File: config.mk
export PLATFORM = sky130hd
export DESIGN_NAME = lfsr_gen
export DESIGN_NICKNAME = d
export VERILOG_FILES = /design/src/rtl/lfsr_gen.sv
export SDC_FILE = /design/constraint.sdc
export NUM_CORES = 1
export LEC_CHECK = 0
export CORE_UTILIZATION = 35
export CTS_CLUSTER_DIAMETER = 100
export DETAILED_ROUTE_END_ITERATION = 8
export PLACE_DENSITY_LB_ADDON = 0.2
export SLEW_MARGIN = 20
export SYNTH_ARGS = -nofsm -noshare
export SYNTH_HDL_FRONTEND = slang
export SYNTH_SLANG_ARGS = --single-unit
File: constraint.sdc
create_clock -name clk -period 1.2 [get_ports clk]
set_input_delay 0.24 -clock clk [delete_from_list [all_inputs] [get_ports clk]]
set_output_delay 0.24 -clock clk [all_outputs]
set_load 0.02 [all_outputs]
File: src/rtl/lfsr_gen.sv
// lfsr_gen: configurable Fibonacci / Galois LFSR with zero-seed protection.
// A load of an all-zero seed is replaced by SEED_DEFAULT and flagged on
// seed_err, so the register can never lock up in the all-zero state.
// Optional period measurement is compiled in when LFSR_PERIOD_CNT_EN is
// defined; without it, period and period_vld are tied to zero.
module lfsr_gen #(
   parameter int               WIDTH        = 16,
   parameter logic [WIDTH-1:0] TAPS         = WIDTH'(16'hB400),
   parameter int               MODE         = 0,
   parameter logic [WIDTH-1:0] SEED_DEFAULT = WIDTH'(16'hACE1)
) (
   input  logic             clk,
   input  logic             reset,
   input  logic             en,
   input  logic             load,
   input  logic [WIDTH-1:0] seed,
   output logic [WIDTH-1:0] state,
   output logic             seed_err,
   output logic [WIDTH-1:0] period,
   output logic             period_vld
);

   logic [WIDTH-1:0] state_reg;
   logic [WIDTH-1:0] state_next;
   logic             seed_err_reg;
   logic             seed_err_next;
   logic [WIDTH-1:0] step_val;
   logic [WIDTH-1:0] load_val;
   logic             seed_zero;

   // A zero seed is never accepted; the default seed stands in for it.
   assign seed_zero = (seed == '0);
   assign load_val  = seed_zero ? SEED_DEFAULT : seed;

   generate
      if (MODE == 0) begin : g_fib
         logic [WIDTH-1:0] tap_bits;
         for (genvar gi = 0; gi < WIDTH; gi++) begin : g_tap
            assign tap_bits[gi] = state_reg[gi] & TAPS[gi];
         end
         // Fibonacci: shift left, feedback is the parity of the tapped bits.
         assign step_val = {state_reg[WIDTH-2:0], ^tap_bits};
      end else begin : g_gal
         // Galois: shift right, fold the taps in when the bit shifted out is 1.
         for (genvar gi = 0; gi < WIDTH - 1; gi++) begin : g_bit
            assign step_val[gi] = state_reg[gi+1] ^ (TAPS[gi] & state_reg[0]);
         end
         assign step_val[WIDTH-1] = TAPS[WIDTH-1] & state_reg[0];
      end
   endgenerate

   // Next-state selection: load has priority over a step; otherwise hold.
   always_comb begin
      state_next    = state_reg;
      seed_err_next = 1'b0;
      if (load) begin
         state_next    = load_val;
         seed_err_next = seed_zero;
      end else if (en) begin
         state_next = step_val;
      end
   end

   // LFSR register and the seed-error pulse.
   always_ff @(posedge clk or posedge reset) begin
      if (reset) begin
         state_reg    <= SEED_DEFAULT;
         seed_err_reg <= 1'b0;
      end else begin
         state_reg    <= state_next;
         seed_err_reg <= seed_err_next;
      end
   end

   assign state    = state_reg;
   assign seed_err = seed_err_reg;

`ifdef LFSR_PERIOD_CNT_EN
   logic [WIDTH-1:0] ref_reg;
   logic [WIDTH-1:0] cnt_reg;
   logic [WIDTH-1:0] period_reg;
   logic             period_vld_reg;

   // Period measurement: count steps until the sequence returns to the
   // reference (last accepted seed); report count+1 and restart counting.
   always_ff @(posedge clk or posedge reset) begin
      if (reset) begin
         ref_reg        <= SEED_DEFAULT;
         cnt_reg        <= '0;
         period_reg     <= '0;
         period_vld_reg <= 1'b0;
      end else begin
         period_vld_reg <= 1'b0;
         if (load) begin
            ref_reg <= load_val;
            cnt_reg <= '0;
         end else if (en) begin
            if (step_val == ref_reg) begin
               period_reg     <= cnt_reg + 1'b1;
               period_vld_reg <= 1'b1;
               cnt_reg        <= '0;
            end else begin
               cnt_reg <= cnt_reg + 1'b1;
            end
         end
      end
   end

   assign period     = period_reg;
   assign period_vld = period_vld_reg;
`else
   assign period     = '0;
   assign period_vld = 1'b0;
`endif

endmodule

==> results by stage <==
Status:
- The flow ran to the end, but the final reports show violations.
- The final reports fail on design-rule violations, negative setup slack.

Route:
- The total number of vias is 895.
- The met3 routed wirelength is 136 um.
- Routed signal wires occupy layers up through met4.
- The ratio of routed vias to standard cells is 4.50.
- In the final routed layout, each cell accounts on average for 13.1 um.
- The number of nets with antenna violations after routing is 0.
- The starting DRC count in detailed routing is 11.
- In the detailed route, the total length drawn on met2 is 1290 um.
- The routed length on met1 is 1160 um.
- Wires add up to 2600 um.
- Before antenna repair, the detailed router went through 6 iterations.
- The detailed-route DRC error count is 4.

Yosys:
- In this run, synthesis produced a sequential element count of 17.
- The area fraction of the dominant cell type after synthesis is 21.5%.
- By area the synthesized netlist is led by sky130_fd_sc_hd__dfrtp_1, sky130_fd_sc_hd__dfstp_2, sky130_fd_sc_hd__buf_4, sky130_fd_sc_hd__mux2i_1, sky130_fd_sc_hd__mux2_2.
- The synthesized netlist contains 27 unique library cells.
- The commonest cells after synthesis are sky130_fd_sc_hd__buf_4, sky130_fd_sc_hd__nand2_1, sky130_fd_sc_hd__mux2i_1.
- The number of warnings issued by yosys is 0.
- The synthesized cell area is 1050 sq um.
- The post-synthesis async set-or-reset flop share is 100%.
- Sequential elements use 41.6% of the synthesized area.
- The synthesized design contains 0 enable-type register cells.
- The number of instances in the synthesized netlist is 102.
- The synthesized design spends more area on one cell type than any other, namely sky130_fd_sc_hd__dfrtp_1.
- The most common flop cell mapped by yosys is sky130_fd_sc_hd__dfrtp_1.
- The most common cell in the synthesized netlist is sky130_fd_sc_hd__buf_4.
- Dividing the synthesized area by the synthesized cell count gives 10.3 sq um.

Global route:
- The number of antenna violations at the first check in global routing is 0.
- The number of global-route vias before repair is 928.
- The first global-routing pass estimated 4260 um of wire.
- The largest net degree at the start of global routing is 18.
- Global routing finished with a remaining overflow of 0.
- Global routing consumed, over all layers together, 17.8% of the routing resources.

Clocking:
- The number of hold-repair buffers added at the cts stage is 0.
- The tree built by TritonCTS fans out to 17 sinks.
- The later-pin clock latency in the skew report is 290 ps.
- The clock-pin slew of the registers on the worst-case setup and hold paths is 100 ps.
- Clock tree synthesis selected as its root buffer the cell sky130_fd_sc_hd__clkbuf_4.
- The TritonCTS clock tree is done.
- The number of buffers added by the clock tree synthesis step is 3.
- The H-tree depth is 1.
- The worst-case clock buffer depth is 2.

Finish:
- The final net count is 189.
- The filler cells instantiated in the layout total 267.
- From synthesis to final layout, the design area changed by 58.7%.
- The area taken by multi-input logic gates is 547 sq um.
- Of the cells placed in the final design, the portion with a size suffix greater than 1 is 47.0%.
- The repair_antennas step left the layout with diodes totalling 0.
- The area used by sequential logic in the layout is 435 sq um.
- The utilization of the core after routing is 59.2%.
- The finished cells cover 1660 sq um.
- The register with the most flip-flops in the layout has 16 of them.

Die:
- The effective utilization at floorplan is 37.3%.
- The floorplan step defined a die boundary enclosing 3210 sq um.
- The floorplan step set the die height to 56.7 um.
- From left edge to right edge, the die measures 56.7 um.
- The core region is 2810 sq um.
- The count of pins on the block boundary is 54.
- The number of placement rows is 19.

Place:
- The placer's final routability congestion estimate is 0.752.
- The number of port buffers is 36.
- The placed instance area is 1590 sq um.
- Summed over all nets, the half-perimeter wirelength after detailed placement is 1970 um.

STA:
- The hold violation count in the final report is 0.
- The worst setup skew after layout is 1.12 ps.
- Setup violations remaining at the end of the flow were counted as 7.
- Based on the critical path, the design can be clocked at up to 798 MHz.
- The final worst-path cycle share is 104%.
- The final max-slew violation count came to 0.
- After layout, the worst setup slack is -53.3 ps.
- The total negative slack is -176 ps.
- Subtracting the final worst setup slack from the clock period gives 1250 ps.
- Setup repair after global routing could not meet its margin everywhere.

Run:
- Across the run, the number of max-cap violations was 0.

Setup path:
- The largest fanout of any net on the critical path is 3.
- For the worst setup path, the data arrival time is 1490 ps.
- The critical path required time is 1440 ps.
- The worst setup path is captured at a register.
- The slowest stage of the critical path belongs to the cell sky130_fd_sc_hd__dfstp_2.
- The number of buffers and inverters on the critical path is 1.
- Among cell families on the critical path, the largest total delay comes from flip-flops.
- The signal on the critical path passes through buf_6 -> xnor2_2 -> xnor2_1 -> a211o_1 -> nand3_2.
- The delay of the slowest critical-path stage is 560 ps.
- The kind of critical path is reg2reg.
- STA classifies the critical path startpoint as a register.
- The setup check on the worst reg-to-reg path leaves a slack of -50 ps.

Pwr:
- The overall power is 0.00169 W.
- Per report_power, the combinational group accounts for 39.9% of the total.
- VDD sags by at most 0.579 mV.
- The total power divided by cell area is 1010 nW/um^2.
- The share of power burned in registers is 41.5%.
- Net switching is 32.6% of the power.
- Summed over all cells, the static leakage comes to 0.867 nW.
- The share of power burned in the clock network is 18.6%.
- Summed over all nets, the switching power comes to 0.000549 W.
- Cell internal power was estimated by the tool at 0.00114 W.

Worst hold path:
- The type of the most critical hold path is in2async.
-- path summary, 6_finish.rpt --
kind / start / cells past startpoint / endpoint
min in group clk: seed[4] / 3 / state[4]
hold / removal: reset / 3 / state[4]
setup reg to reg: state[13] / 5 / state[0]
setup / recovery: state[13] / 5 / state[0]
max in group asynchronous: reset / 3 / state[0]
hold reg to reg: state[2] / 2 / state[2]
-- per-stage QoR --
stage          cells  worst slack [ps]  hold slack (ps)
6_report         199             -53.3              247
5_1_grt          199              -116              290
4_1_cts          198             -66.6              256
3_5_place_dp     190              -545              578
3_3_place_gp     190              -522              569
2_1_floorplan    118             -65.0              160
-- final cells by class --
class | count | area share [%]
Timing Repair Buffer | 68 | 36.1
Multi-Input combinational cell | 75 | 32.9
Sequential cell | 17 | 26.2
Tap cell | 31 | 2.33
Clock buffer | 4 | 1.58
Inverter | 4 | 0.904
-- power groups by stage --
stage,clock network (W),logic (W),registers [W]
finish,0.000313,0.000673,0.000700
global route,0.000355,0.000720,0.000709
CTS,0.000326,0.000690,0.000703
detailed placement,0,0.000671,0.000705
global placement,0,0.000664,0.000703
floorplan,0,0.000275,0.000799
-- what timing repair did --
item	in CTS	in global routing
setup buffers	3	1
gates resized for setup	89	15
endpoints found under the hold margin	0	0
setup endpoints to repair	27	23
cloned	1	0
pin swaps	4	7
-- kinds of logic after synthesis --
group / Yosys count / synth area share, %
buffers and inverters: 26 / 15.8
AND/OR/NAND/NOR: 24 / 14.3
multiplexers: 18 / 17.9
flip-flops: 17 / 41.6
AO/OA/AOI/OAI: 13 / 7.53
XOR/XNOR: 3 / 2.51
other: 1 / 0.358
-- layer usage --
layer,track usage (%),vias to the layer above
met2,29.4,27
met1,22.9,421
met5,0,-
met4,5.36,0
li1,-,445
met3,4.15,2
-- worst reg2reg max path, cell delays in order, from the launching register on --
cell	delay, ps
sky130_fd_sc_hd__dfstp_2	560
sky130_fd_sc_hd__buf_6	100
sky130_fd_sc_hd__xnor2_2	100
sky130_fd_sc_hd__xnor2_1	100
sky130_fd_sc_hd__a211o_1	270
sky130_fd_sc_hd__nand3_2	70
-- cell usage in the layout (no fill, tap or decap), types with 2 or more instances in the layout --
cell                               n
sky130_fd_sc_hd__dlygate4sd2_1     5
sky130_fd_sc_hd__nand2_1          12
sky130_fd_sc_hd__conb_1           17
sky130_fd_sc_hd__a31oi_1           2
sky130_fd_sc_hd__buf_4            28
sky130_fd_sc_hd__mux2i_1          12
sky130_fd_sc_hd__buf_6             9
sky130_fd_sc_hd__dfrtp_1           9
sky130_fd_sc_hd__mux2_2            5
sky130_fd_sc_hd__clkbuf_4          3
sky130_fd_sc_hd__a211oi_1          2
sky130_fd_sc_hd__dfstp_2           8
sky130_fd_sc_hd__dlymetal6s2s_1    2
sky130_fd_sc_hd__o21ai_0           7
sky130_fd_sc_hd__xnor2_2           2
sky130_fd_sc_hd__buf_2            10
sky130_fd_sc_hd__nor2b_1           2
sky130_fd_sc_hd__inv_1             3
sky130_fd_sc_hd__clkdlybuf4s50_1   9
Power figures use the tool's default switching activity.
